### src/rtl/fifo_sync_flags_if.sv
// fifo_sync_flags_if
//   Bundles the write/read handshake, status flags and error controls of
//   fifo_sync_flags. Clock and reset are kept as plain module ports.
//
//   Signals (master = producer/consumer side, slave = FIFO side):
//     winc, wdata          write request and data        (master -> slave)
//     rinc                 read request / FWFT pop       (master -> slave)
//     clr_err              clear sticky error flags      (master -> slave)
//     wfull, walmost_full  write-side status             (slave -> master)
//     rdata                read data                     (slave -> master)
//     rempty, ralmost_empty read-side status             (slave -> master)
//     count                occupancy 0..DEPTH            (slave -> master)
//     overflow, underflow  sticky error flags            (slave -> master)
interface fifo_sync_flags_if #(
  parameter int DATA_WIDTH = 8,
  parameter int ADDR_WIDTH = 4
);
  logic                  winc;
  logic [DATA_WIDTH-1:0] wdata;
  logic                  wfull;
  logic                  walmost_full;
  logic                  rinc;
  logic [DATA_WIDTH-1:0] rdata;
  logic                  rempty;
  logic                  ralmost_empty;
  logic [ADDR_WIDTH:0]   count;
  logic                  overflow;
  logic                  underflow;
  logic                  clr_err;

  modport master (
    output winc, wdata, rinc, clr_err,
    input  wfull, walmost_full, rdata, rempty, ralmost_empty,
           count, overflow, underflow
  );

  modport slave (
    input  winc, wdata, rinc, clr_err,
    output wfull, walmost_full, rdata, rempty, ralmost_empty,
           count, overflow, underflow
  );
endinterface

### src/rtl/fifo_sync_flags.sv
// fifo_sync_flags
//   Single-clock FIFO with occupancy count, programmable almost-full /
//   almost-empty flags, sticky overflow / underflow flags and a selectable
//   first-word-fall-through read mode.
//
//   Ports:
//     wclk    in  : clock for every register in the block
//     wrst_n  in  : asynchronous active-low reset (release is synchronous
//                   to wclk by construction of the driving logic)
//     ff      if  : fifo_sync_flags_if.slave handshake/status bundle
//
//   Parameters:
//     DATA_WIDTH, ADDR_WIDTH (DEPTH = 2**ADDR_WIDTH),
//     AFULL_THRESH  (walmost_full  when count >= AFULL_THRESH),
//     AEMPTY_THRESH (ralmost_empty when count <= AEMPTY_THRESH),
//     FWFT          (0 = registered read, 1 = first-word-fall-through).
//   Legal: 0 <= AEMPTY_THRESH < AFULL_THRESH <= DEPTH.
module fifo_sync_flags #(
  parameter int DATA_WIDTH    = 8,
  parameter int ADDR_WIDTH    = 4,
  parameter int AFULL_THRESH  = 14,
  parameter int AEMPTY_THRESH = 2,
  parameter int FWFT          = 0
) (
  input  logic             wclk,
  input  logic             wrst_n,
  fifo_sync_flags_if.slave ff
);

  localparam int                  DEPTH     = 1 << ADDR_WIDTH;
  localparam logic [ADDR_WIDTH:0] DEPTH_C   = (ADDR_WIDTH+1)'(DEPTH);
  localparam logic [ADDR_WIDTH:0] AFULL_C   = (ADDR_WIDTH+1)'(AFULL_THRESH);
  localparam logic [ADDR_WIDTH:0] AEMPTY_C  = (ADDR_WIDTH+1)'(AEMPTY_THRESH);
  localparam logic [ADDR_WIDTH:0] ZERO_C    = '0;

  // Flag decode helpers, all evaluated on the next occupancy value so the
  // registered flags move on the same edge as count.
  function automatic logic is_full(input logic [ADDR_WIDTH:0] c);
    return c == DEPTH_C;
  endfunction

  function automatic logic is_empty(input logic [ADDR_WIDTH:0] c);
    return c == ZERO_C;
  endfunction

  function automatic logic is_almost_full(input logic [ADDR_WIDTH:0] c);
    return c >= AFULL_C;
  endfunction

  function automatic logic is_almost_empty(input logic [ADDR_WIDTH:0] c);
    return c <= AEMPTY_C;
  endfunction

  // Sticky error update: a set wins over a clear in the same cycle.
  function automatic logic sticky_next(input logic cur, input logic set,
                                       input logic clr);
    if (set) return 1'b1;
    if (clr) return 1'b0;
    return cur;
  endfunction

  logic [DATA_WIDTH-1:0] mem [DEPTH];

  logic [ADDR_WIDTH:0] wptr_p0;
  logic [ADDR_WIDTH:0] rptr_p0;
  logic [ADDR_WIDTH:0] count_p0;
  logic                full_p0;
  logic                empty_p0;
  logic                afull_p0;
  logic                aempty_p0;
  logic                ovf_p0;
  logic                unf_p0;

  logic                wr_acc;
  logic                rd_acc;
  logic [ADDR_WIDTH:0] wptr_nxt;
  logic [ADDR_WIDTH:0] rptr_nxt;
  logic [ADDR_WIDTH:0] count_nxt;

  // Stage p0: request acceptance and next-state arithmetic
  always_comb begin
    wr_acc    = ff.winc && !full_p0;
    rd_acc    = ff.rinc && !empty_p0;
    wptr_nxt  = wptr_p0 + {{ADDR_WIDTH{1'b0}}, wr_acc};
    rptr_nxt  = rptr_p0 + {{ADDR_WIDTH{1'b0}}, rd_acc};
    // Pointers carry one extra wrap bit, so their modular difference is the
    // exact occupancy 0..DEPTH and stays consistent with the pointers.
    count_nxt = wptr_nxt - rptr_nxt;
  end

  always_ff @(posedge wclk or negedge wrst_n) begin
    if (!wrst_n) begin
      wptr_p0   <= '0;
      rptr_p0   <= '0;
      count_p0  <= '0;
      full_p0   <= 1'b0;
      empty_p0  <= 1'b1;
      afull_p0  <= 1'b0;
      aempty_p0 <= 1'b1;
      ovf_p0    <= 1'b0;
      unf_p0    <= 1'b0;
    end else begin
      wptr_p0   <= wptr_nxt;
      rptr_p0   <= rptr_nxt;
      count_p0  <= count_nxt;
      full_p0   <= is_full(count_nxt);
      empty_p0  <= is_empty(count_nxt);
      afull_p0  <= is_almost_full(count_nxt);
      aempty_p0 <= is_almost_empty(count_nxt);
      ovf_p0    <= sticky_next(ovf_p0, ff.winc && full_p0, ff.clr_err);
      unf_p0    <= sticky_next(unf_p0, ff.rinc && empty_p0, ff.clr_err);
    end
  end

  // Storage is data only: no reset, written solely on accepted writes.
  always_ff @(posedge wclk) begin
    if (wrst_n && wr_acc) begin
      mem[wptr_p0[ADDR_WIDTH-1:0]] <= ff.wdata;
    end
  end

  // Stage p1: read data presentation
  generate
    if (FWFT == 0) begin : g_reg_read
      logic [DATA_WIDTH-1:0] rdata_p1;

      // rdata is architecturally visible with a defined reset value, so it
      // is reset even though it is a data register.
      always_ff @(posedge wclk or negedge wrst_n) begin
        if (!wrst_n) begin
          rdata_p1 <= '0;
        end else if (rd_acc) begin
          rdata_p1 <= mem[rptr_p0[ADDR_WIDTH-1:0]];
        end
      end

      assign ff.rdata = rdata_p1;
    end else begin : g_fwft_read
      // Head entry is shown directly; valid whenever rempty is low.
      assign ff.rdata = mem[rptr_p0[ADDR_WIDTH-1:0]];
    end
  endgenerate

  assign ff.count         = count_p0;
  assign ff.wfull         = full_p0;
  assign ff.rempty        = empty_p0;
  assign ff.walmost_full  = afull_p0;
  assign ff.ralmost_empty = aempty_p0;
  assign ff.overflow      = ovf_p0;
  assign ff.underflow     = unf_p0;

endmodule

### src/flat_wrapper.sv
// flat-port wrapper written by rule: the top's interface ports become plain ports
module fifo_sync_flags_flat 
#(
  parameter int DATA_WIDTH    = 8,
  parameter int ADDR_WIDTH    = 4,
  parameter int AFULL_THRESH  = 14,
  parameter int AEMPTY_THRESH = 2,
  parameter int FWFT          = 0
)
  (wclk, wrst_n, ff_winc, ff_wdata, ff_rinc, ff_clr_err, ff_wfull, ff_walmost_full, ff_rdata, ff_rempty, ff_ralmost_empty, ff_count, ff_overflow, ff_underflow);
  fifo_sync_flags_if #(.DATA_WIDTH(DATA_WIDTH), .ADDR_WIDTH(ADDR_WIDTH)) ff_i ();
  input  logic wclk;
  input  logic wrst_n;
  input wire logic [$bits(ff_i.winc)-1:0] ff_winc;
  input wire logic [$bits(ff_i.wdata)-1:0] ff_wdata;
  input wire logic [$bits(ff_i.rinc)-1:0] ff_rinc;
  input wire logic [$bits(ff_i.clr_err)-1:0] ff_clr_err;
  output wire logic [$bits(ff_i.wfull)-1:0] ff_wfull;
  output wire logic [$bits(ff_i.walmost_full)-1:0] ff_walmost_full;
  output wire logic [$bits(ff_i.rdata)-1:0] ff_rdata;
  output wire logic [$bits(ff_i.rempty)-1:0] ff_rempty;
  output wire logic [$bits(ff_i.ralmost_empty)-1:0] ff_ralmost_empty;
  output wire logic [$bits(ff_i.count)-1:0] ff_count;
  output wire logic [$bits(ff_i.overflow)-1:0] ff_overflow;
  output wire logic [$bits(ff_i.underflow)-1:0] ff_underflow;
  assign ff_i.winc = ff_winc;
  assign ff_i.wdata = ff_wdata;
  assign ff_i.rinc = ff_rinc;
  assign ff_i.clr_err = ff_clr_err;
  assign ff_wfull = ff_i.wfull;
  assign ff_walmost_full = ff_i.walmost_full;
  assign ff_rdata = ff_i.rdata;
  assign ff_rempty = ff_i.rempty;
  assign ff_ralmost_empty = ff_i.ralmost_empty;
  assign ff_count = ff_i.count;
  assign ff_overflow = ff_i.overflow;
  assign ff_underflow = ff_i.underflow;
  fifo_sync_flags #(.DATA_WIDTH(DATA_WIDTH), .ADDR_WIDTH(ADDR_WIDTH), .AFULL_THRESH(AFULL_THRESH), .AEMPTY_THRESH(AEMPTY_THRESH), .FWFT(FWFT)) u_core (.wclk(wclk), .wrst_n(wrst_n), .ff(ff_i));
endmodule
### config.mk
export PLATFORM = sky130hd
export DESIGN_NAME = fifo_sync_flags_flat
export DESIGN_NICKNAME = d
export VERILOG_FILES = /design/src/rtl/fifo_sync_flags_if.sv /design/src/rtl/fifo_sync_flags.sv /design/src/flat_wrapper.sv
export SDC_FILE = /design/constraint.sdc
export NUM_CORES = 1
export LEC_CHECK = 0
export CAP_MARGIN = 20
export CORE_ASPECT_RATIO = 0.5
export CORE_MARGIN = 4
export CORE_UTILIZATION = 55
export CTS_BUF_LIST = sky130_fd_sc_hd__clkbuf_8
export CTS_CLUSTER_SIZE = 8
export DETAILED_ROUTE_END_ITERATION = 6
export PLACE_DENSITY = 0.75
export SKIP_LAST_GASP = 1
export SYNTH_ARGS = -nofsm -noshare
export SYNTH_HDL_FRONTEND = slang
export SYNTH_SLANG_ARGS = --single-unit
### constraint.sdc
create_clock -name wclk -period 4.1 [get_ports wclk]
set_clock_uncertainty 0.15 [all_clocks]
set_input_delay 1.23 -clock wclk [delete_from_list [all_inputs] [get_ports wclk]]
set_output_delay 1.23 -clock wclk [all_outputs]
set_load 0.02 [all_outputs]
==> metrics.txt, run 1 <==
status=finished, final reports clean; most common cell in the netlist=edfxtp_1; Chip Width=159 µm; Root Driver=clkbuf_8; Final Hold Slack=0.356 ns; Die Span Y=83.4 µm; relative slew slack=0.422; postcts setup bufs=0; Vias=3299; worst path required time=4.31 ns; cell area after synthesis=6250 µm²; H-Tree Depth=4; min Tclk post-route=between 3 and 4 ns; Initial Util=0.566; Mapped Cells=352; top_reg_cell synth=edfxtp_1; Worst setup EP type=register; Syn Area/Cell=17.8 µm²; Placed Area=6820 µm²; worst hold path class=reg2reg; clock net sink count=157; count of final setup violators=0; worst slew pin tran=0.866 ns; Setup TNS=0 ns; CTS buffer count=17; WL/cell=21.6 µm; CP Launch Type=input pin; DRC Markers=0; drt pass-1 iters=5; core area=11000 µm²; Slew Viols, Final=0; I/O pins=32; port bufs=31; largest cells by area after synthesis=edfxtp_1 61%, dfrtp_1 11%, mux4_2 5.8%, mux2i_1 2.6%, nor2b_1 1.8%; worst skew pair latency=between 0.4 and 0.5 ns; vias in the first global route=3529; RSZ-0062 raised after global routing=no; CTS tree=built; crit path kind=in2reg; DIE AREA=13200 µm²; final hold vios=0; proportion of layout cells with a drive suffix above 1=0.202; Total Routed Length=12200 µm; Routed Antenna Nets=0; initial detailed-routing violation count=roughly 290; cts-stage hold buffer count=0; Max-Cap Viols=0; cell area power density=690 nW/µm²; Area Overhead vs Synth=14.6%; Placer Congestion=0.855; Total Routing Usage GR=0.200; WP data arrival=3.91 ns; EDFF count, synth=128; YS warnings=0; n_diodes=0; period utilization=0.902; largest net degree at the start of global routing=65; total grt overflow=0; Max Clock Freq=about 0.27 GHz; VDD IR max=0.718 mV; Layout Nets=between 400 and 500; biggest area consumer among synthesized cells=edfxtp_1; CP max FO=5; Clock Path Buffers=2; Post-DP HPWL=about 8000 µm; clk slew on worst S/H paths=0.08 ns; Netlist cell types=40; sequential cell area fraction in the yosys report=0.731; cell row count=27; via-per-instance ratio=5.84; first-pass GRT wire length=about 20000 µm; Async SR Flop Fraction=0.185; Design Area, Final=7170 µm²; synthesis-stage register bit count=157; initial antenna violation count=0; Syn Nets=373; Fill cells=roughly 730; Synth top area share=0.615; Leak=2.50 nW; commonest cells in the synthesized netlist=128 x edfxtp_1, 27 x dfrtp_1, 18 x nor2b_1, 16 x mux2i_1, 16 x mux4_2; number of cells upsized or downsized after cts=0
==> critical path, cell delays in order <==
cell and delay [ns]:
clkdlybuf4s50_1 0.41, nor2b_1 0.15, ha_1 0.20, ha_1 0.33, inv_1 0.07, fa_1 0.41, inv_1 0.06, a21oi_1 0.06
maj3_1 0.37, xor2_1 0.38, nor3b_2 0.24
==> path summary, 6_finish.rpt <==
| check | from | to | depth (start not counted) | slack, ns |
|---|---|---|---|---|
| worst min register to register | u_core.wptr_p0[4] | u_core.wptr_p0[4] | 1 | 0.36 |
| worst min-delay path | u_core.wptr_p0[4] | u_core.wptr_p0[4] | 1 | 0.36 |
| min in group asynchronous | wrst_n | u_core.ff.rdata[1] | 2 | 1.14 |
| worst max register to register | u_core.ff.rempty | u_core.ff.wfull | 10 | 1.06 |
| max in group asynchronous | wrst_n | u_core.ff.rempty | 2 | 2.33 |
| worst max-delay path | ff_winc | u_core.ff.wfull | 11 | 0.40 |
==> logic make-up (layout without fill, tap and decap cells) <==
family                   after synthesis  in the layout  synth area share
AND/OR/NAND/NOR                       66             66            0.0570
AO/OA/AOI/OAI                         39             39            0.0530
buffers and inverters                 31             99            0.0240
flip-flops                           157            157             0.731
XOR/XNOR                              10             10            0.0186
multiplexers                          40             40            0.0976
adder cells (fa/ha/maj)                9              9            0.0188
==> routing by layer <==
metal / wire length [µm] / track usage / vias to the layer above
met2: 5940 / 0.322 / 122
met5: 0 / 0 / -
met1: 5350 / 0.270 / 1671
met4: 114 / 0.0567 / 0
li1: - / - / 1496
met3: 775 / 0.0570 / 10
==> sequential cells by signal (all words and copies together) (netlist names) <==
register	cells
u_core.ff.count	5
u_core.ff.overflow	1
u_core.ff.ralmost_empty	1
u_core.ff.rdata	8
u_core.ff.rempty	1
u_core.ff.underflow	1
u_core.ff.walmost_full	1
u_core.ff.wfull	1
u_core.mem	128
u_core.rptr_p0	5
u_core.wptr_p0	5
==> layout make-up <==
cell class              instances  area, µm²  area share
well taps                     145        181      0.0253
multi-input cells             164       1530       0.214
repair buffers                 54        483      0.0674
inverters                      13       48.8     0.00681
flip-flops and latches        157       4570       0.638
clock buffers                  17        234      0.0327
clock inverters                15        113      0.0157
==> metrics by stage <==
stage / util / cells / setup WS, ns / power [mW]
finish: 0.649 / 565 / 0.400 / 4.94
global route: 0.649 / 565 / 0.262 / 5.23
CTS: 0.649 / 565 / 0.437 / 4.97
detailed placement: 0.617 / 533 / -0.0319 / 3.97
global placement: 0.617 / 533 / 0.0611 / 3.89
floorplan: - / 352 / 0.310 / 3.44
==> cells in the final DEF (no fill, tap or decap), types with 8 or more instances in the layout <==
cell type and n:
nor2_1 15, inv_1 13, dfrtp_1 26, a2111oi_0 8
a22o_1 8, nor4_1 8, mux2_2 8, clkbuf_8 17
buf_4 23, mux4_2 16, mux2i_1 16, nor2b_1 18
a211oi_1 8, a221o_1 8, clkdlybuf4s50_1 31, edfxtp_1 128
==> report_power, final <==
group	internal (mW)	leakage, nW	switching, mW
clock	0.424	0.167	0.577
sequential	1.94	1.50	0.139
combinational	0.838	0.834	1.02
(Power assumes the default switching activity.)
==> inputs of run 2 (changes only) <==
Settings changed: REMOVE_ABC_BUFFERS set to 1, SKIP_LAST_GASP 1 to unset.
==> metrics.txt, run 2 (synthesis gave the netlist of run 1 again) <==
register area=4570 µm²; first-pass GRT wire length=slightly below 20000 µm; WP data arrival=3.92 ns; commonest non-fill, non-tap cell in the layout=edfxtp_1; vias in the first global route=roughly 3600; postcts setup bufs=0; worst slew pin tran=0.993 ns; n_diodes=0; max reg flops=128; count of final setup violators=0; initial detailed-routing violation count=241; I/O pins=32; port bufs=31; switching fraction of total power=0.325; Design Area, Final=a little over 7000 µm²; Fill cells=717; Root Driver=clkbuf_8; Worst setup EP type=register; Placed Area=approximately 6800 µm²; Clock Path Buffers=2; DIE AREA=13200 µm²; CTS tree=built; relative slew slack=0.338; proportion of layout cells with a drive suffix above 1=0.194; final hold vios=0; worst path required time=around 4.3 ns; CTS buffer count=17; largest net degree at the start of global routing=65; H-Tree Depth=4; Layout Nets=426; clock power share=0.241; core area=11000 µm²; Total Routed Length=12000 µm; Slew Viols, Final=0; multi-input logic area=1530 µm²; total grt overflow=0; Max Clock Freq=0.269 GHz; clock net sink count=157; cell row count=27; Area Overhead vs Synth=15.8%; Chip Width=159 µm; Seq pwr share=0.409; via-per-instance ratio=5.89; Final Hold Slack=0.349 ns; Initial Util=0.566; Int Pwr=3.48 mW; Hold Path Depth=1; drt pass-1 iters=4; VDD IR max=0.768 mV; Post-DP HPWL=7890 µm; DRC Markers=0; most frequent cells in the layout=128 x edfxtp_1, 31 x clkdlybuf4s50_1, 26 x dfrtp_1, 21 x buf_4, 18 x nor2b_1; status=finished, final reports clean; period utilization=0.906; WL/cell=21.2 µm; Max-Cap Viols=0; Die Span Y=83.4 µm; initial antenna violation count=0; reg2reg path depth=10; Total Routing Usage GR=0.198; combinational share of power=0.350; Placer Congestion=0.785; worst skew pair latency=0.43 ns; cts-stage hold buffer count=0; Routed Antenna Nets=0; worst hold path class=reg2reg; cell area power density=713 nW/µm²; Vias=3314; number of cells upsized or downsized after cts=0; CP max FO=5; CP Launch Type=input pin; clk slew on worst S/H paths=~0.070 ns; NetSw=1.68 mW; RSZ-0062 raised after global routing=no; min Tclk post-route=approximately 3.7 ns; crit path kind=in2reg; Leak=2.54 nW
[run 2: changes by cell type in the layout (fill, tap and decap cells not counted), sizes merged]
cell    previous run  this run
bufinv             0         5
buf               23        21
inv               18        16
clkinv             7         4
[run 2: metal layers]
layer | share of wire | track usage | vias to the layer above
met5 | 0 | 0 | -
met3 | 0.086 | 0.0610 | 14
li1 | - | - | 1490
met4 | 0.013 | 0.0559 | 0
met1 | 0.43 | 0.277 | 1685
met2 | 0.47 | 0.304 | 125
[run 2: final timing paths]
kind                                   startpoint                 end  slack, ns
max in group asynchronous                  wrst_n    u_core.ff.rempty       2.36
worst max register to register   u_core.ff.rempty     u_core.ff.wfull       1.03
worst min register to register  u_core.wptr_p0[4]   u_core.wptr_p0[4]       0.35
worst min-delay path            u_core.wptr_p0[4]   u_core.wptr_p0[4]       0.35
min in group asynchronous                  wrst_n  u_core.ff.count[4]       1.12
worst max-delay path                      ff_rinc     u_core.ff.wfull       0.38
[run 2: final cells by class]
cell class,instances,area share
sequential,157,0.631
clock buffer,17,0.0323
timing repair buffer,52,0.0646
multi-input combinational,164,0.212
tap,145,0.0250
clock inverter,15,0.0283
inverter,13,0.00674
[run 2: stage by stage]
| stage | instances | setup WS [ns] | power, mW | TNS [ns] | utilization |
|---|---|---|---|---|---|
| 2_1_floorplan | 334 | 0.0381 | 3.37 | 0 | - |
| 3_3_place_gp | 531 | 0.0718 | 3.89 | 0 | 0.616 |
| 3_5_place_dp | 531 | -0.0788 | 3.95 | -0.0788 | 0.616 |
| 4_1_cts | 563 | 0.415 | 5.20 | 0 | 0.656 |
| 5_1_grt | 563 | 0.264 | 5.47 | 0 | 0.656 |
| 6_report | 563 | 0.385 | 5.16 | 0 | 0.656 |
[run 2: worst max-delay path, stage by stage]
cell and delay, ns:
clkdlybuf4s50_1 0.42, nand2b_1 0.11, inv_1 0.07, ha_1 0.19, ha_1 0.34, fa_1 0.45
inv_1 0.06, a21oi_1 0.06, maj3_1 0.37, xor2_1 0.38, nor3b_2 0.24
[run 2: power by group through the flow]
stage	Combinational (mW)	Sequential, mW	Clock (mW)
floorplan	1.07	2.30	0
global placement	1.76	2.13	0
detailed placement	1.81	2.14	0
CTS	1.83	2.11	1.27
global route	1.98	2.13	1.36
finish	1.81	2.11	1.25
